**config.mk**
```make
export PLATFORM = sky130hd
export DESIGN_NAME = csr_wr_arbiter
export DESIGN_NICKNAME = d
export VERILOG_FILES = /design/src/rtl/csr_wr_arbiter.sv
export SDC_FILE = /design/constraint.sdc
export NUM_CORES = 1
export LEC_CHECK = 0
export CELL_PAD_IN_SITES_DETAIL_PLACEMENT = 1
export CELL_PAD_IN_SITES_GLOBAL_PLACEMENT = 1
export CORE_MARGIN = 5
export CORE_UTILIZATION = 29
export CTS_BUF_LIST = sky130_fd_sc_hd__clkbuf_8
export DETAILED_ROUTE_END_ITERATION = 12
export HOLD_SLACK_MARGIN = 0.08
export PLACE_DENSITY = 0.95
export SYNTH_ARGS = -nofsm -noshare
export SYNTH_HDL_FRONTEND = slang
export SYNTH_SLANG_ARGS = --single-unit
```
**constraint.sdc**
```tcl
create_clock -name clk -period 6.3 [get_ports clk]
set_input_delay 1.26 -clock clk [delete_from_list [all_inputs] [get_ports clk]]
set_output_delay 1.26 -clock clk [all_outputs]
set_load 0.01 [all_outputs]
```
**src/rtl/csr_wr_arbiter.sv**
```systemverilog
// csr_wr_arbiter: round-robin arbiter and single write port for one shared,
// bit-enabled control register (masked WRITE/SET/CLR/TOG per requester).
module csr_wr_arbiter #(
    parameter int unsigned          REG_WIDTH       = 32,
    parameter int unsigned          NREQ            = 4,
    parameter logic [REG_WIDTH-1:0] REG_RESET_VALUE = '0,
    localparam int unsigned         ID_WIDTH        = $clog2(NREQ)
) (
    input  logic                      clk,
    input  logic                      resetn,
    input  logic [NREQ-1:0]           req_valid,
    input  logic [2*NREQ-1:0]         req_op,
    input  logic [REG_WIDTH*NREQ-1:0] req_mask,
    input  logic [REG_WIDTH*NREQ-1:0] req_data,
    output logic [NREQ-1:0]           req_ready,
    input  logic                      hold,
    output logic [REG_WIDTH-1:0]      q,
    output logic                      upd_valid,
    output logic [ID_WIDTH-1:0]       upd_id,
    output logic [REG_WIDTH-1:0]      upd_changed
);

    typedef enum logic [1:0] {
        OP_WRITE = 2'b00,
        OP_SET   = 2'b01,
        OP_CLR   = 2'b10,
        OP_TOG   = 2'b11
    } op_e;

    logic [ID_WIDTH-1:0]  ptr_q, ptr_d;
    logic [REG_WIDTH-1:0] q_q, q_d;
    logic                 upd_valid_q;
    logic [ID_WIDTH-1:0]  upd_id_q;
    logic [REG_WIDTH-1:0] upd_changed_q;

    logic                 gnt_c;
    logic [ID_WIDTH-1:0]  gnt_id_c;
    logic [ID_WIDTH-1:0]  cand_c;
    op_e                  op_sel_c;
    logic [REG_WIDTH-1:0] mask_sel_c;
    logic [REG_WIDTH-1:0] data_sel_c;

    // Round-robin search starting at ptr; grant depends only on valid, hold, reset and ptr.
    always_comb begin
        gnt_c    = 1'b0;
        gnt_id_c = '0;
        cand_c   = '0;
        for (int unsigned k = 0; k < NREQ; k++) begin
            cand_c = ID_WIDTH'((32'(ptr_q) + k) % NREQ);
            if (!gnt_c && req_valid[cand_c]) begin
                gnt_c    = 1'b1;
                gnt_id_c = cand_c;
            end
        end
        if (!resetn || hold) begin
            gnt_c = 1'b0;
        end
        req_ready = '0;
        if (gnt_c) begin
            req_ready[gnt_id_c] = 1'b1;
        end
    end

    // Next register value and pointer for the granted requester.
    always_comb begin
        op_sel_c   = op_e'(req_op[2*gnt_id_c +: 2]);
        mask_sel_c = req_mask[REG_WIDTH*gnt_id_c +: REG_WIDTH];
        data_sel_c = req_data[REG_WIDTH*gnt_id_c +: REG_WIDTH];
        q_d        = q_q;
        ptr_d      = ptr_q;
        if (gnt_c) begin
            unique case (op_sel_c)
                OP_WRITE: q_d = (q_q & ~mask_sel_c) | (data_sel_c & mask_sel_c);
                OP_SET:   q_d = q_q | mask_sel_c;
                OP_CLR:   q_d = q_q & ~mask_sel_c;
                OP_TOG:   q_d = q_q ^ mask_sel_c;
                default:  q_d = q_q;
            endcase
            ptr_d = (32'(gnt_id_c) == NREQ - 1) ? '0 : gnt_id_c + ID_WIDTH'(1);
        end
    end

    always_ff @(posedge clk or negedge resetn) begin
        if (!resetn) begin
            q_q           <= REG_RESET_VALUE;
            ptr_q         <= '0;
            upd_valid_q   <= 1'b0;
            upd_id_q      <= '0;
            upd_changed_q <= '0;
        end else begin
            upd_valid_q <= gnt_c;
            if (gnt_c) begin
                q_q           <= q_d;
                ptr_q         <= ptr_d;
                upd_id_q      <= gnt_id_c;
                upd_changed_q <= q_q ^ q_d;
            end
        end
    end

    assign q           = q_q;
    assign upd_valid   = upd_valid_q;
    assign upd_id      = upd_id_q;
    assign upd_changed = upd_changed_q;

endmodule

```
==> results of run 1 <==
power groups by stage:
| stage | Clock (W) | Combinational [W] | Sequential (W) |
|---|---|---|---|
| 6_report | 0.000395 | 0.00232 | 0.000855 |
| 5_1_grt | 0.000426 | 0.00252 | 0.000885 |
| 4_1_cts | 0.000406 | 0.00234 | 0.000854 |
| 3_5_place_dp | 0 | 0.00233 | 0.000858 |
| 3_3_place_gp | 0 | 0.00225 | 0.000838 |
| 2_1_floorplan | 0 | 0.00123 | 0.000914 |
cell type report:
class	count	area [um^2]	share of cell area, %
antenna	3	7.51	0.0776
clock buffer	12	165	1.71
clock inverter	4	46.3	0.479
inverter	6	22.5	0.233
multi-input combinational	616	3850	39.8
sequential	69	1730	17.9
tap	265	332	3.43
timing repair buffer	352	3520	36.4
metal layers:
metal	up-vias	GRT usage, %	part of all wire, %
li1	3249	-	-
met1	3340	25.4	39
met2	258	42.0	52
met3	44	4.86	6.0
met4	0	8.30	3.2
met5	-	0	0
worst reg2reg max path: stages, from the launching register on:
cell	delay, ns
dfrtp_1	0.45
nand2b_1	0.16
o21ai_1	0.12
a211oi_4	0.50
buf_4	0.45
buf_4	0.51
mux2i_1	0.16
mux2i_1	0.29
inv_1	0.11
ha_1	0.32
nand2_1	0.05
mux2_2	0.30
a311oi_1	0.29
mux2i_1	0.12
nand3_1	0.09
stage by stage:
stage | total power [W] | hold slack, ns | setup slack [ns]
after floorplan | 0.00215 | 0.511 | 2.32
after global placement | 0.00309 | 0.459 | 1.17
after detailed placement | 0.00319 | 0.459 | 0.873
after CTS | 0.00360 | 0.480 | 1.01
after global routing | 0.00383 | 0.513 | 0.832
final | 0.00357 | 0.477 | 1.05
worst min path at each step:
stage,startpoint,end,slack (ns),cells after the start
floorplan,upd_changed[21]$_DFFE_PN0P_,upd_changed[21]$_DFFE_PN0P_,0.51,2
detailed placement,upd_changed[29]$_DFFE_PN0P_,upd_changed[29]$_DFFE_PN0P_,0.46,2
finish,upd_changed[29]$_DFFE_PN0P_,upd_changed[29]$_DFFE_PN0P_,0.48,2
global route,upd_changed[29]$_DFFE_PN0P_,upd_changed[29]$_DFFE_PN0P_,0.51,2
global placement,upd_changed[24]$_DFFE_PN0P_,upd_changed[24]$_DFFE_PN0P_,0.46,2
CTS,upd_changed[29]$_DFFE_PN0P_,upd_changed[29]$_DFFE_PN0P_,0.48,2
synth_stat cells (all sizes together):
master   count
nand2      167
nor2       109
mux2i       87
dfrtp       69
a21oi       40
mux2        34
o21ai       32
buf         30
and3        28
clkbuf      25
a22o        20
a311oi      20
nand3       15
nor3         9
o31ai        9
o41ai        9
ha           6
inv          6
nand2b       6
and2         5
mux4         4
o211ai       3
o2bb2ai      3
a211oi       1
a221o        1
a2bb2oi      1
a311o        1
nand3b       1
nand4        1
nand4b       1
nor2b        1
o22ai        1
or4          1
state kept, by name, indices dropped and copies added, names as in the netlist:
register	count
q	32
upd_id	2
upd_valid	1
upd_changed	32
ptr_q	2
kinds of logic (layout without fill, tap and decap cells):
| kind of cell | Yosys count | in the layout | synth area share, % |
|---|---|---|---|
| adders and majority gates | 6 | 6 | 1.29 |
| other | 0 | 3 | 0 |
| AOI/OAI and AO/OA | 141 | 141 | 16.5 |
| and+or+nand+nor | 344 | 344 | 24.6 |
| muxes | 125 | 125 | 23.0 |
| buffers and inverters | 61 | 374 | 4.91 |
| DFF | 69 | 69 | 29.6 |
cells in the final DEF (no fill, tap or decap), types with 2 or more instances in the layout:
cell type	instances
mux2i_1	85
clkdlybuf4s50_1	340
o41ai_1	9
a21oi_1	40
o2bb2ai_1	3
inv_2	2
diode_2	3
inv_1	5
a311oi_1	20
nand2_1	167
buf_12	2
o21ai_1	4
and2_1	5
ha_1	6
o21ai_0	27
dfrtp_1	69
nor2_1	109
nor3_1	9
o211ai_1	3
buf_4	10
and3_1	28
nand3_1	15
o31ai_1	9
mux4_2	4
mux2_2	34
a22o_1	20
clkbuf_8	12
mux2i_4	2
nand2b_1	6
==> summary.txt, run 1 <==
Status
  • Status: completed

Place
  • IO buf count: 341
  • Placer congestion estimate: 0.856
  • Placed inst area: 9450 um^2
  • Placed Cells: 1308
  • Dpl hpwl: around 22000 um

Global route
  • Vias in the first global route: 7467
  • First-pass GRT wire length: around 42000 um
  • Grt ovf: 0
  • Gr usage total: ~23%
  • Largest net degree at the start of global routing: 82
  • Initial antenna violation count: 2

Worst hold path
  • HP Class: reg -> reg

Timing
  • Post-route minimum period: 5.25 ns
  • Final worst-path cycle share: 83.3%
  • Worst Skew: 0.00950 ns
  • Final-report hold violation count: 0
  • Max Slew Vio Count: 0
  • Rel. slew slack: about two fifths
  • Setup violators final: 0
  • Worst Tran Pin Value: 0.904 ns
  • RSZ-0062 raised after global routing: no
  • Fin Setup TNS: 0 ns
  • Fmax achieved: 0.191 GHz

Die
  • Die Wd: ~150 um
  • Core Area: 19700 um^2
  • Initial Utilization: 29.7%
  • Die Area: 23100 um^2
  • DIE HEIGHT: 152 um
  • Ports: 342
  • Row cnt: 51

Pwr
  • Switching Share: 44.3%
  • LEAKAGE: just over 4 nW
  • Clock power frac: about 11%
  • Peak VDD IR: between 0.1 and 0.15 mV
  • Cell area power density: 369 nW/um^2
  • Internal power: a little under 0.002 W
  • NetSw: between 0.0015 and 0.002 W
  • Reg power frac: 24.0%
  • Combinational share of power: between 60% and 70%

Yosys
  • Syn Std Cell Area: 5830 um^2
  • Post-synth top area share: between 20 and 30%
  • Syn avg cell area: 7.82 um^2
  • Cell count after synthesis: 746
  • Yosys cell types: 39
  • Register area share after synthesis: 29.6%
  • Net Count, Synth: 1023
  • Yosys top cell by area: dfrtp_1
  • Top post-synthesis cells by area: dfrtp_1, mux2i_1, nand2_1
  • Synthesis-stage register bit count: 69
  • Yosys synthesis warning count: 0

Routing
  • Drt via density: between 5 and 6
  • DRT iter0 DRCs: 241
  • Via count: slightly below 7000
  • DRC: 0
  • Wire length per cell: 20.5 um
  • Drt pass-1 iters: 4
  • Final ANT Viol Nets: 0
  • Wirelength, routed: between 20000 and 30000 um

Clocking
  • CTS tree: built
  • Clk_lat worst skew: around 0.36 ns
  • CTS root buf: clkbuf_8
  • H-Tree Depth: 3
  • CTS max path bufs: 2
  • Cts repair resizes: 0
  • Hold_buf cts: 0
  • CTS Sinks: a little under 70
  • Setup Fix Bufs, Post-CTS: 0
  • Worst-path clk slew: 0.08 ns
  • CTS Buf Count: 9

Critical path
  • RR Startpoint: ptr_q[0]$_DFFE_PN0P_
  • Crit Path Max Fanout: 33
  • Cell breakdown of the critical path: clkdlybuf4s50_1 > nand2b_1 > o21ai_1 > a211oi_4 > inv_2 > ha_1 > and2_1 > clkdlybuf4s50_1
  • Most used cell, CP: clkdlybuf4s50_1
  • CP max stage delay: 0.58 ns
  • Worst Path Arrival: 3.99 ns
  • Crit start category: input port
  • Reg2reg setup slack: 2.33 ns
  • CP top delay family: buffers and inverters
  • Worst Path Required: 5.04 ns
  • Critical Path Stages: 8
  • CP max stage cell: clkdlybuf4s50_1
  • Worst Setup End Kind: primary output
  • Reg2Reg Depth: 14
  • Setup crit end: req_ready[1]
  • CP Launch Point: req_valid[3]
  • Buf/Inv on CP: 3
  • Setup CP Type: in -> out
  • Reg-to-reg endpoint: upd_changed[30]$_DFFE_PN0P_

Cells and area
  • Fill cells: 2374
  • Area growth from synthesis to layout: 65.8%
  • Final instance area: 9670 um^2
  • Layout cells sized above 1: 6.80%
  • Filler-free cell count of the finished design: 1327
  • Fin util: between 40% and 50%
  • Fin nets: 1331

Job
  • Max_cap viols: 0
Note: power is estimated with default switching activity, not from simulation.
==> inputs of run 2 (changes only) <==
--- a/config.mk
+++ b/config.mk
@@ -8,11 +8,11 @@
 export CELL_PAD_IN_SITES_DETAIL_PLACEMENT = 1
 export CELL_PAD_IN_SITES_GLOBAL_PLACEMENT = 1
 export CORE_MARGIN = 5
-export CORE_UTILIZATION = 29
+export CORE_UTILIZATION = 27
 export CTS_BUF_LIST = sky130_fd_sc_hd__clkbuf_8
 export DETAILED_ROUTE_END_ITERATION = 12
 export HOLD_SLACK_MARGIN = 0.08
-export PLACE_DENSITY = 0.95
+export PLACE_DENSITY = 0.92
 export SYNTH_ARGS = -nofsm -noshare
 export SYNTH_HDL_FRONTEND = slang
 export SYNTH_SLANG_ARGS = --single-unit
==> constraint.sdc (replaced) <==
create_clock -name clk -period 5.1 [get_ports clk]
set_input_delay 1.02 -clock clk [delete_from_list [all_inputs] [get_ports clk]]
set_output_delay 1.02 -clock clk [all_outputs]
set_load 0.01 [all_outputs]
==> summary.txt, run 2 (synthesis results as in run 1) <==
Status
  • Status: completed

Pwr
  • Combinational share of power: 64.6% (-0.4 points)
  • NetSw: 0.00196 W (+24%)
  • Total power: 0.00444 W (+25%)
  • Cell area power density: 458 nW/um^2 (+24%)
  • Reg power frac: 23.9% (about the same)
  • Peak VDD IR: 0.188 mV (+35%)
  • LEAKAGE: 4.06 nW (+0.33%)
  • Internal power: 0.00249 W (+25%)
  • Clock power frac: 11.5% (+0.4 points)
  • Switching Share: 44.0% (-0.31 points)

Routing
  • DRC: 0 (unchanged)
  • Final ANT Viol Nets: 0 (unchanged)
  • Via count: 6821 (-1.0%)
  • Drt pass-1 iters: 4 (unchanged)
  • Wire length per cell: 20.2 um (-1.6%)
  • Wirelength, routed: 27000 um (-0.72%)
  • DRT iter0 DRCs: 208 (-14%)
  • Drt via density: 5.09 (-1.9%)

Clocking
  • H-Tree Depth: 3 (unchanged)
  • Worst-path clk slew: 0.09 ns (about the same)
  • CTS root buf: clkbuf_8
  • Setup Fix Bufs, Post-CTS: 0 (unchanged)
  • CTS Buf Count: 9 (unchanged)
  • Clk_lat worst skew: 0.35 ns (about the same)
  • CTS max path bufs: 2 (unchanged)
  • Cts repair resizes: 0 (unchanged)
  • CTS tree: built
  • CTS Sinks: 69 (unchanged)
  • Hold_buf cts: 0 (unchanged)

Cells and area
  • Fill cells: 2486 (+4.7%)
  • Area of the multi-input gates: 3850 um^2 (unchanged)
  • Layout cells sized above 1: 6.97% (+0.18 points)
  • Commonest non-fill, non-tap cell in the layout: clkdlybuf4s50_1
  • Register Area: 1730 um^2 (unchanged)
  • Fin nets: 1334 (+0.23%)
  • Filler-free cell count of the finished design: 1339 (+0.90%)
  • Area growth from synthesis to layout: 66.4%
  • Fin util: 45.9% (-3.3 points)
  • Commonest non-fill, non-tap cells in the layout: clkdlybuf4s50_1, nand2_1, nor2_1

Critical path
  • RR Startpoint: ptr_q[0]$_DFFE_PN0P_
  • Cell breakdown of the critical path: clkdlybuf4s50_1 > nand2b_1 > o21ai_1 > a211oi_4 > buf_12 > ha_1 > and2_1 > clkdlybuf4s50_1
  • Reg2reg setup slack: 1.52 ns (-0.81 ns)
  • Reg-to-reg endpoint: upd_changed[28]$_DFFE_PN0P_
  • Crit start category: input port
  • Worst Setup End Kind: primary output
  • Most used cell, CP: clkdlybuf4s50_1
  • CP max stage cell: clkdlybuf4s50_1
  • Crit Path Max Fanout: 72 (+120%)
  • Worst Path Required: 4.08 ns (-0.96 ns)
  • CP max stage delay: 0.56 ns (-0.02 ns)
  • Setup CP Type: in -> out
  • Worst Path Arrival: 3.55 ns (-0.44 ns)
  • Reg2Reg Depth: 10 (-4)

Worst hold path
  • Worst Hold End: upd_changed[26]$_DFFE_PN0P_
  • Min-delay src: upd_changed[26]$_DFFE_PN0P_
  • HP Class: reg -> reg
  • Worst hold path stage count: 2 (unchanged)

Timing
  • Setup violators final: 0 (unchanged)
  • Worst Tran Pin Value: 0.977 ns (+0.0726 ns)
  • Max Slew Vio Count: 0 (unchanged)
  • RSZ-0062 raised after global routing: no
  • Hold slack final: 0.489 ns (+0.0118 ns)
  • Final worst-path cycle share: about nine tenths
  • Fin Setup TNS: 0 ns (unchanged)
  • Fmax achieved: 0.219 GHz
  • Final-report hold violation count: 0 (unchanged)
  • Post-route minimum period: 4.57 ns
  • Worst Skew: 0.0178 ns (+0.00825 ns)
  • Rel. slew slack: 34.9% (-4.8 points)

Place
  • IO buf count: 341 (unchanged)
  • Placed Cells: 1321 (+0.99%)
  • Placer congestion estimate: 0.843 (-1.5%)
  • Dpl hpwl: 21300 um (-1.3%)

Die
  • Row cnt: 53 (+3.9%)
  • Initial Utilization: 27.6% (-2.1 points)
  • Core Area: 21200 um^2 (+7.6%)
  • Die Wd: 157 um (+3.4%)
  • Die Area: 24600 um^2 (+6.9%)
  • DIE HEIGHT: 157 um (+3.4%)
  • Ports: 342 (unchanged)

Global route
  • Gr usage total: 20.9% (-1.8 points)
  • Grt ovf: 0 (unchanged)
  • Largest net degree at the start of global routing: 80 (-2.4%)
  • First-pass GRT wire length: 40400 um (-4.2%)
  • Initial antenna violation count: 2 (unchanged)
  • Vias in the first global route: 7416 (-0.68%)

Job
  • Max_cap viols: 0 (unchanged)
[run 2: cell types whose count changed in the layout (fill, tap and decap cells not counted), sizes merged]
cell / before / now
clkbuf: 12 / 10
bufinv: 1 / 2
buf: 12 / 15
[run 2: how the worst max path moves through the flow]
stage                 startpoint                          end  slack (ns)  cells after the start
finish              req_valid[3]                 req_ready[3]        0.53                      8
global route        req_valid[3]                 req_ready[2]        0.41                      8
CTS                 req_valid[3]                 req_ready[3]        0.54                      8
detailed placement  req_valid[3]  upd_changed[28]$_DFFE_PN0P_        0.32                     11
global placement    req_valid[3]  upd_changed[26]$_DFFE_PN0P_        0.65                     11
floorplan           req_valid[3]                 req_ready[1]        1.60                      8
[run 2: final cells by class]
type                            instances  area share, %
Clock buffer                           10           1.42
Antenna cell                            3         0.0773
Timing Repair Buffer                  355           36.5
Multi-Input combinational cell        616           39.7
Tap cell                              275           3.54
Clock inverter                          5          0.786
Inverter                                6          0.232
Sequential cell                        69           17.8
[run 2: critical path, delay by kind of cell]
family | cells | cell delay, ns
AOI/OAI and AO/OA | 2 | 0.44
adders and majority gates | 1 | 0.24
buffers and inverters | 3 | 1.45
and+or+nand+nor | 2 | 0.32
[run 2: per-layer routing]
layer | vias up | share of wire, % | GRT usage [%]
li1 | 3254 | - | -
met1 | 3288 | 40 | 24.4
met2 | 237 | 50 | 37.2
met3 | 42 | 6.7 | 4.43
met4 | 0 | 3.0 | 8.14
met5 | - | 0 | 0
[run 2: metrics by stage]
stage	cell area (um^2)	setup WS, ns
2_1_floorplan	5830	1.60
3_3_place_gp	9490	0.649
3_5_place_dp	9490	0.322
4_1_cts	9700	0.544
5_1_grt	9710	0.405
6_report	9710	0.532
[run 2: power groups by stage]
| stage | Combinational (W) | Sequential (W) | Clock [W] |
|---|---|---|---|
| 2_1_floorplan | 0.00152 | 0.00113 | 0 |
| 3_3_place_gp | 0.00279 | 0.00105 | 0 |
| 3_5_place_dp | 0.00289 | 0.00106 | 0 |
| 4_1_cts | 0.00290 | 0.00106 | 0.000524 |
| 5_1_grt | 0.00312 | 0.00110 | 0.000550 |
| 6_report | 0.00287 | 0.00106 | 0.000511 |
==> inputs of run 3 (changes only) <==
--- a/config.mk
+++ b/config.mk
@@ -7,12 +7,13 @@
 export LEC_CHECK = 0
 export CELL_PAD_IN_SITES_DETAIL_PLACEMENT = 1
 export CELL_PAD_IN_SITES_GLOBAL_PLACEMENT = 1
-export CORE_MARGIN = 5
+export CORE_MARGIN = 4
 export CORE_UTILIZATION = 27
 export CTS_BUF_LIST = sky130_fd_sc_hd__clkbuf_8
 export DETAILED_ROUTE_END_ITERATION = 12
 export HOLD_SLACK_MARGIN = 0.08
 export PLACE_DENSITY = 0.92
+export SLEW_MARGIN = 20
 export SYNTH_ARGS = -nofsm -noshare
 export SYNTH_HDL_FRONTEND = slang
 export SYNTH_SLANG_ARGS = --single-unit
==> summary.txt, run 3 (synthesis results as in run 1) <==
Status
  • Status: completed

Global route
  • Largest net degree at the start of global routing: 80 (unchanged)
  • Gr usage total: 21.2% (+0.33 points)
  • First-pass GRT wire length: 40500 um (+0.17%)
  • Initial antenna violation count: 0 (-2)
  • Vias in the first global route: 7472 (+0.76%)
  • Grt ovf: 0 (unchanged)

Die
  • Die Wd: 155 um (-1.3%)
  • Core Area: 21200 um^2 (unchanged)
  • Die Area: 24000 um^2 (-2.5%)
  • Row cnt: 53 (unchanged)
  • DIE HEIGHT: 155 um (-1.3%)
  • Ports: 342 (unchanged)
  • Initial Utilization: 27.6% (unchanged)

Place
  • Placed Cells: 1320 (-0.076%)
  • Placer congestion estimate: 0.839 (-0.51%)
  • Placed inst area: 9480 um^2 (about the same)
  • Dpl hpwl: 20900 um (-2.0%)
  • IO buf count: 341 (unchanged)

Timing
  • Rel. slew slack: 39.8% (+4.9 points)
  • Post-route minimum period: 4.60 ns (+0.0305 ns)
  • Fmax achieved: 0.217 GHz (-0.66%)
  • Final worst-path cycle share: 90.2% (+0.60 points)
  • Fin Setup TNS: 0 ns (unchanged)
  • Worst Tran Pin Value: 0.903 ns (-0.0738 ns)
  • Final-report hold violation count: 0 (unchanged)
  • RSZ-0062 raised after global routing: no
  • Setup violators final: 0 (unchanged)
  • Max Slew Vio Count: 0 (unchanged)
  • Worst Skew: 0.0123 ns (-0.00545 ns)

Clocking
  • CTS Buf Count: 9 (unchanged)
  • Worst-path clk slew: 0.09 ns (about the same)
  • Hold_buf cts: 0 (unchanged)
  • CTS root buf: clkbuf_8
  • CTS max path bufs: 2 (unchanged)
  • CTS Sinks: 69 (unchanged)
  • CTS tree: built
  • Clk_lat worst skew: 0.36 ns (about the same)
  • Cts repair resizes: 0 (unchanged)
  • Setup Fix Bufs, Post-CTS: 0 (unchanged)
  • H-Tree Depth: 3 (unchanged)

Routing
  • DRC: 0 (unchanged)
  • Final ANT Viol Nets: 0 (unchanged)
  • Wirelength, routed: 26700 um (-1.0%)
  • Via count: 6893 (+1.1%)
  • Drt via density: 5.16 (+1.3%)
  • DRT iter0 DRCs: 268 (+29%)
  • Drt pass-1 iters: 4 (unchanged)
  • Wire length per cell: 20.0 um (-0.81%)

Cells and area
  • Filler-free cell count of the finished design: 1336 (-0.22%)
  • Commonest non-fill, non-tap cells in the layout: clkdlybuf4s50_1, nand2_1, nor2_1
  • Final instance area: 9700 um^2 (about the same)
  • Fin nets: 1333 (-0.075%)
  • Layout cells sized above 1: 6.98% (about the same)
  • Area growth from synthesis to layout: 66.3% (about the same)
  • Commonest non-fill, non-tap cell in the layout: clkdlybuf4s50_1

Critical path
  • Reg2Reg Depth: 9 (-1)
  • Setup CP Type: in -> out
  • Crit start category: input port
  • Crit Path Max Fanout: 62 (-14%)
  • Worst Setup End Kind: primary output
  • Worst Path Arrival: 3.58 ns (+0.03 ns)
  • Worst Path Required: 4.08 ns (about the same)
  • Reg2reg setup slack: 1.42 ns (-0.10 ns)

Pwr
  • Cell area power density: 459 nW/um^2 (+0.40%)
  • Peak VDD IR: 0.206 mV (+9.2%)
  • LEAKAGE: 4.05 nW (-0.22%)

Worst hold path
  • HP Class: in -> async

Job
  • Max_cap viols: 0 (unchanged)
==> run 3: cell count changes in the layout (fill, tap and decap cells not counted) <==
cell / previous run / this run
diode_2: 3 / 1
buf_4: 13 / 12
clkinv_2: 1 / 0
clkinvlp_4: 1 / 2
inv_1: 5 / 4
inv_6: 0 / 1
==> run 3: final cells by class <==
| type | count | area, um^2 |
|---|---|---|
| fill | 2535 | 11500 |
| multi-input combinational | 616 | 3850 |
| timing repair buffer | 354 | 3530 |
| sequential | 69 | 1730 |
| tap | 275 | 344 |
| clock buffer | 10 | 138 |
| clock inverter | 5 | 83.8 |
| inverter | 6 | 22.5 |
| antenna | 1 | 2.50 |
==> run 3: routing by layer <==
| layer | GRT usage [%] | vias up | wire, um | part of all wire (%) |
|---|---|---|---|---|
| met5 | 0 | - | 0 | 0 |
| met4 | 6.52 | 0 | 537 | 2.0 |
| met3 | 4.23 | 33 | 1810 | 6.8 |
| met2 | 38.7 | 245 | 13800 | 52 |
| met1 | 24.9 | 3363 | 10600 | 40 |
| li1 | - | 3252 | - | - |
==> run 3: worst paths after layout <==
path	start	end
max in group asynchronous	resetn	q[7]$_DFFE_PN0P_
worst max register to register	ptr_q[1]$_DFFE_PN0P_	q[24]$_DFFE_PN0P_
worst min register to register	upd_changed[21]$_DFFE_PN0P_	upd_changed[21]$_DFFE_PN0P_
worst min-delay path	resetn	upd_changed[0]$_DFFE_PN0P_
min in group clk	upd_changed[21]$_DFFE_PN0P_	upd_changed[21]$_DFFE_PN0P_
worst max-delay path	req_valid[3]	req_ready[3]
==> run 3: power by group <==
| group | leakage [nW] | internal [W] | total [W] | switching (W) |
|---|---|---|---|---|
| Clock | 0.105 | 0.000288 | 0.000523 | 0.000235 |
| Combinational | 3.11 | 0.00139 | 0.00287 | 0.00148 |
| Sequential | 0.841 | 0.000806 | 0.00106 | 0.000258 |
| Total | 4.05 | 0.00248 | 0.00446 | 0.00197 |
==> run 3: worst max-delay path, stage by stage <==
cell             delay (ns)
clkdlybuf4s50_1        0.56
nand2b_1               0.17
o21ai_1                0.10
a211oi_4               0.35
buf_12                 0.36
ha_1                   0.21
and2_1                 0.17
clkdlybuf4s50_1        0.56
==> run 3: through the flow <==
stage	power, W	util [%]	hold WS, ns	worst slack, ns
2_1_floorplan	0.00265	-	0.511	1.60
3_3_place_gp	0.00383	44.8	0.462	0.561
3_5_place_dp	0.00396	44.8	0.474	0.374
4_1_cts	0.00450	45.9	0.431	0.533
5_1_grt	0.00479	45.9	0.432	0.393
6_report	0.00446	45.9	0.461	0.502
